<file path="config.mk">
export PLATFORM = sky130hd
export DESIGN_NAME = rr_mux
export DESIGN_NICKNAME = d
export VERILOG_FILES = /design/src/rtl/rr_mux_pkg.sv /design/src/rtl/rr_arb.sv /design/src/rtl/rr_mux.sv
export SDC_FILE = /design/constraint.sdc
export NUM_CORES = 1
export LEC_CHECK = 0
export BUFFER_PORTS_ARGS = -buffer_cell sky130_fd_sc_hd__buf_2
export CAP_MARGIN = 10
export CORE_AREA = 2 2 50 57
export DETAILED_ROUTE_END_ITERATION = 16
export DIE_AREA = 0 0 52 59
export HOLD_SLACK_MARGIN = 0.1
export PLACE_DENSITY = 0.72
export SYNTH_ARGS = -nofsm -noshare
export SYNTH_HDL_FRONTEND = slang
export SYNTH_SLANG_ARGS = --single-unit
</file>
<file path="constraint.sdc">
create_clock -name clk -period 2.6 [get_ports clk]
set_input_delay 0.26 -clock clk [delete_from_list [all_inputs] [get_ports clk]]
set_output_delay 0.26 -clock clk [all_outputs]
set_load 0.03 [all_outputs]
</file>
<file path="src/rtl/rr_mux_pkg.sv">
// Shared types and helpers for the round-robin multiplexer.
// The search helper supports up to MAX_N channels.
package rr_mux_pkg;

   localparam int unsigned MAX_N     = 64;
   localparam int unsigned IDX_W     = 6;
   localparam int unsigned MAX_WIDTH = 1024;

   localparam logic [MAX_WIDTH-1:0] DATA_RST = '0;

   typedef struct packed {
      logic             found;
      logic [IDX_W-1:0] idx;
   } rr_pick_t;

   // First requester at or after ptr, wrapping modulo n.
   function automatic rr_pick_t rr_next(input int unsigned      n,
                                        input logic [IDX_W-1:0] ptr,
                                        input logic [MAX_N-1:0] req);
      rr_pick_t         pick;
      logic [IDX_W-1:0] c;
      pick = '0;
      for (int unsigned k = 0; k < MAX_N; k++) begin
         if (k < n && !pick.found) begin
            c = IDX_W'((32'(ptr) + k) % n);
            if (req[c]) begin
               pick.found = 1'b1;
               pick.idx   = c;
            end
         end
      end
      return pick;
   endfunction

endpackage

</file>
<file path="src/rtl/rr_arb.sv">
// N-way round-robin priority search returning a one-hot grant and its index.
// A held lock overrides the search and grants lock_ch unconditionally.
module rr_arb
   import rr_mux_pkg::*;
#(
   parameter  int unsigned N  = 4,
   localparam int unsigned SW = $clog2(N)
) (
   input  logic [SW-1:0] ptr,
   input  logic [N-1:0]  req,
   input  logic          lock,
   input  logic [SW-1:0] lock_ch,
   output logic [N-1:0]  gnt,
   output logic [SW-1:0] gnt_idx
);

   rr_pick_t pick;

   always_comb begin
      pick = rr_next(N, IDX_W'(ptr), MAX_N'(req));
   end

   always_comb begin
      gnt = '0;
      for (int unsigned i = 0; i < N; i++) begin
         if (lock) begin
            gnt[i] = (lock_ch == SW'(i));
         end else begin
            gnt[i] = pick.found && (pick.idx == IDX_W'(i));
         end
      end
   end

   always_comb begin
      gnt_idx = '0;
      for (int unsigned i = 0; i < N; i++) begin
         if (gnt[i]) begin
            gnt_idx |= SW'(i);
         end
      end
   end

endmodule

</file>
<file path="src/rtl/rr_mux.sv">
// Round-robin N:1 stream multiplexer with a registered output stage.
// Define RR_MUX_LOCK_EN to keep in_last-delimited packets together on the output.
module rr_mux
   import rr_mux_pkg::*;
#(
   parameter  int unsigned WIDTH = 8,
   parameter  int unsigned N     = 4,
   localparam int unsigned SW    = $clog2(N)
) (
   input  logic               clk,
   input  logic               rst_n,
   input  logic               en,
   input  logic [N-1:0]       in_valid,
   input  logic [N*WIDTH-1:0] in_data,
   input  logic [N-1:0]       in_last,
   output logic [N-1:0]       in_ready,
   output logic               out_valid,
   output logic [WIDTH-1:0]   out_data,
   output logic               out_last,
   output logic [SW-1:0]      out_sel,
   input  logic               out_ready
);

   logic [SW-1:0]    ptr;
   logic [SW-1:0]    ptr_d;
   logic [SW-1:0]    ptr_inc;
   logic             lock;
   logic [SW-1:0]    lock_ch;
   logic [N-1:0]     gnt;
   logic [SW-1:0]    gnt_idx;
   logic             load;
   logic             xfer;
   logic [WIDTH-1:0] sel_data;
   logic             sel_last;

   rr_arb #(
      .N(N)
   ) u_arb (
      .ptr     (ptr),
      .req     (in_valid),
      .lock    (lock),
      .lock_ch (lock_ch),
      .gnt     (gnt),
      .gnt_idx (gnt_idx)
   );

   assign load = ~out_valid | out_ready;
   // rst_n in the gate keeps in_ready low for the whole reset assertion
   assign in_ready = gnt & in_valid & {N{en & load & rst_n}};
   assign xfer     = |in_ready;
   assign ptr_inc  = (gnt_idx == SW'(N - 1)) ? '0 : gnt_idx + SW'(1);

   always_comb begin
      sel_data = '0;
      sel_last = 1'b0;
      for (int unsigned i = 0; i < N; i++) begin
         if (gnt[i]) begin
            sel_data |= in_data[i*WIDTH +: WIDTH];
            sel_last |= in_last[i];
         end
      end
   end

`ifdef RR_MUX_LOCK_EN
   logic          lock_d;
   logic [SW-1:0] lock_ch_d;

   always_comb begin
      ptr_d     = ptr;
      lock_d    = lock;
      lock_ch_d = lock_ch;
      if (xfer) begin
         if (sel_last) begin
            ptr_d  = ptr_inc;
            lock_d = 1'b0;
         end else begin
            lock_d    = 1'b1;
            lock_ch_d = gnt_idx;
         end
      end
   end

   always_ff @(posedge clk or negedge rst_n) begin
      if (!rst_n) begin
         lock    <= 1'b0;
         lock_ch <= '0;
      end else begin
         lock    <= lock_d;
         lock_ch <= lock_ch_d;
      end
   end
`else
   assign lock    = 1'b0;
   assign lock_ch = '0;

   // Without packet lock every accepted beat moves the pointer on
   always_comb begin
      ptr_d = ptr;
      if (xfer) begin
         ptr_d = ptr_inc;
      end
   end
`endif

   always_ff @(posedge clk or negedge rst_n) begin
      if (!rst_n) begin
         out_valid <= 1'b0;
         out_data  <= DATA_RST[WIDTH-1:0];
         out_last  <= 1'b0;
         out_sel   <= '0;
         ptr       <= '0;
      end else begin
         if (xfer) begin
            out_valid <= 1'b1;
            out_data  <= sel_data;
            out_last  <= sel_last;
            out_sel   <= gnt_idx;
         end else if (out_ready) begin
            out_valid <= 1'b0;
         end
         ptr <= ptr_d;
      end
   end

endmodule

</file>
==> flow_summary.yaml <==
placement:
  pre_cts_ws_ns: 0.430
  io_buffers: 59
  placed_cell_area_um2: 1360
  gp_congestion: 0.800
  dp_hpwl_mm: 2.34
  post-place-cells: 197
logic_synthesis:
  synth_compound_area_share_pct: 19.8
  synth-seq-cells: 14
  synthesis.nets: 152
  muxShareOfSynthArea_pct: 14.9
  yosys.cell_types.count: 27
  synth_top_family_by_area: "simple AND/OR/NAND/NOR gates"
  synth.area.top_cells: "dfrtp_1, mux2_4, nand3_1"
  syn_area_per_cell_um2: 9.49
  synthSimpleGateAreaFrac_pct: 23.8
  yosysSeqAreaShare_pct: 34.2
  synthAdderAreaFrac_pct: 0
  yosys.area.top_type: "dfrtp_1"
  yosys.area_share.xor_xnor_pct: 0
  ys_warn_count: 0
  synthesis.area_um2: 1020
  syn_inst: 108
  synth_top_area_share_pct: 34.2
detailed_routing:
  avgRoutedWirePerCell_um: 15.9
  drc_errors: 0
  antenna_left: 0
  routed_wl_mm: 3.20
  vias: 1116
  via_per_inst: 5.52
  drt_iter0_drc: 37
  drt_first_pass_iters: 4
floorplanning:
  die_x_um: 52
  boundaryPins: 60
  fp.coreArea_um2: 2450
  die-area_um2: 3070
  fp.dieH_um: 59
  start_util_pct: 41.8
  rows: 19
clocking:
  cts_tree: "built"
  root_buffer: "clkbuf_4"
  path_clk_slew_ns: 0.10
  ctsHtreeMaxLevel: 1
  cts_buffers: 3
  clock_sinks: 14
  post-cts-setup-buffers: 0
  clkLatencyLatePin_ns: 0.29
  cts_buffer_depth: 2
finish:
  fin_cells: 202
  layout_commonest_cell: "buf_2"
  layout.nets: 216
  stdcell_area_um2: 1410
  area_delta_synth_final_pct: 37.1
  antenna_cells: 0
  drive_gt1_share_pct: 48.0
  final_util_pct: 57.4
  final_cell_mix: "buf_2, nand3_1, dfrtp_1"
min_path:
  min-delay-start: "out_ready"
  hp-class: "input pin to flop"
timing:
  slew_headroom_pct: 39.9
  rsz0062_at_grt: "false"
  setup_violations: 0
  fin_worst_skew_ns: 0.00501
  tightest_slew_ns: 0.900
  fin_crit_sh_pct: 86.1
  finalHoldViolCount: 0
  max_freq_mhz: 447
  period_needed_ns: 2.24
  tns_ns: 0
  report.final.slew_viol_count: 0
  finalWorstSetupSlack_ns: 0.361
setup_path:
  slowest_stage: "dfrtp_1"
  startpoint_type: "flop"
  r2r_start: "ptr[1]"
  endpoint_kind: "output port"
  cp_slowest_stage_delay_ns: 0.54
  cp_cell_sequence: "nor2b_1 -> o21ai_2 -> nand3_2 -> nor2_1 -> buf_2"
  cp.arrival_ns: 1.98
  setup.worst_path.start: "ptr[1]"
  timing_worst_setup_path_type: "flop to output port"
  crit_fanout: 10
  required_ns: 2.34
grt:
  antenna_found_initial: 0
  grt_pass1_wl_mm: 5.11
  grt_pass1_vias: 1069
  grt-ovfl-total: 0
  grt_max_degree: 16
  grtUsageTotal_pct: 22.1
pwr:
  p_leak_nw: 0.725
  ir_worst_vdd_mv: 0.602
  power-per-cell-area_nw_per_um2: 1000
status:
  status: "complete, no violations"
job:
  timing.max_cap.violations: 0
-- per-stage QoR --
stage | power (mW) | hold WS [ns]
after CTS | 1.41 | 0.256
final | 1.41 | 0.251
after global placement | 1.21 | 0.180
after global routing | 1.49 | 0.274
after floorplan | 0.998 | -0.0356
after detailed placement | 1.24 | 0.187
-- cell usage after synthesis --
master,count
buf_4,1
o221ai_2,2
o21bai_1,1
inv_1,12
or3_1,1
o21ai_0,2
nor2_1,4
nand4_1,9
mux2_4,8
a41oi_2,1
and2_1,1
clkbuf_1,3
nand2b_1,2
o21ai_2,1
nor2b_1,3
nand2_4,1
nand3_1,20
nand3_2,1
buf_6,1
mux2i_1,1
dfrtp_1,14
a211o_1,2
o2111ai_1,9
a21boi_2,1
mux2_1,2
nand2_1,2
a21o_1,3
-- registers in the layout, indices dropped and copies added, names as in the netlist --
signal,cells
out_data,8
out_last,1
out_sel,2
out_valid,1
ptr,2
-- layout make-up --
class / instances / area (um2)
Clock buffer: 4 / 36.3
Fill cell: 253 / 1040
Inverter: 12 / 45.0
Multi-Input combinational cell: 77 / 599
Sequential cell: 14 / 350
Tap cell: 31 / 38.8
Timing Repair Buffer: 64 / 335
-- kinds of logic after synthesis --
family,count (synthesis)
AND/OR/NAND/NOR,44
AO/OA/AOI/OAI,22
buffers and inverters,17
flip-flops,14
multiplexers,11
-- power breakdown --
part	leakage, nW	total, mW	internal, mW	switching [mW]
clock network	0.0210	0.167	0.0852	0.0818
logic	0.533	0.836	0.327	0.508
registers	0.171	0.408	0.319	0.0885
-- worst paths after layout --
| kind | cells past startpoint | endpoint | slack, ns |
|---|---|---|---|
| min | 3 | out_valid | 0.25 |
| max in group asynchronous | 2 | out_data[2] | 1.93 |
| max | 5 | in_ready[3] | 0.36 |
| max reg2reg | 6 | out_data[2] | 0.44 |
| min reg2reg | 1 | out_valid | 0.51 |
| min in group asynchronous | 2 | out_sel[1] | 0.40 |
-- metal layers --
metal  up-vias  global-route usage (%)  part of all wire (%)
met5         -                       0                     0
met4         0                    3.38                  0.34
met3         2                    3.54                   7.6
met2        55                    38.0                    48
met1       523                    29.8                    43
li1        536                       -                     -
-- critical path: cells and delay by family (launching register included) --
family / cells / cell delay (ns)
DFF: 1 / 0.54
and+or+nand+nor: 3 / 0.49
AOI/OAI and AO/OA: 1 / 0.44
buffers and inverters: 1 / 0.23
-- what timing repair did --
item | 4_1_cts | 5_1_grt
endpoints found under the hold margin | 14 | 0
setup endpoints to repair | 0 | 0
hold buffers | 1 | 0
gates resized for setup | 0 | 0
(Power assumes the default switching activity.)
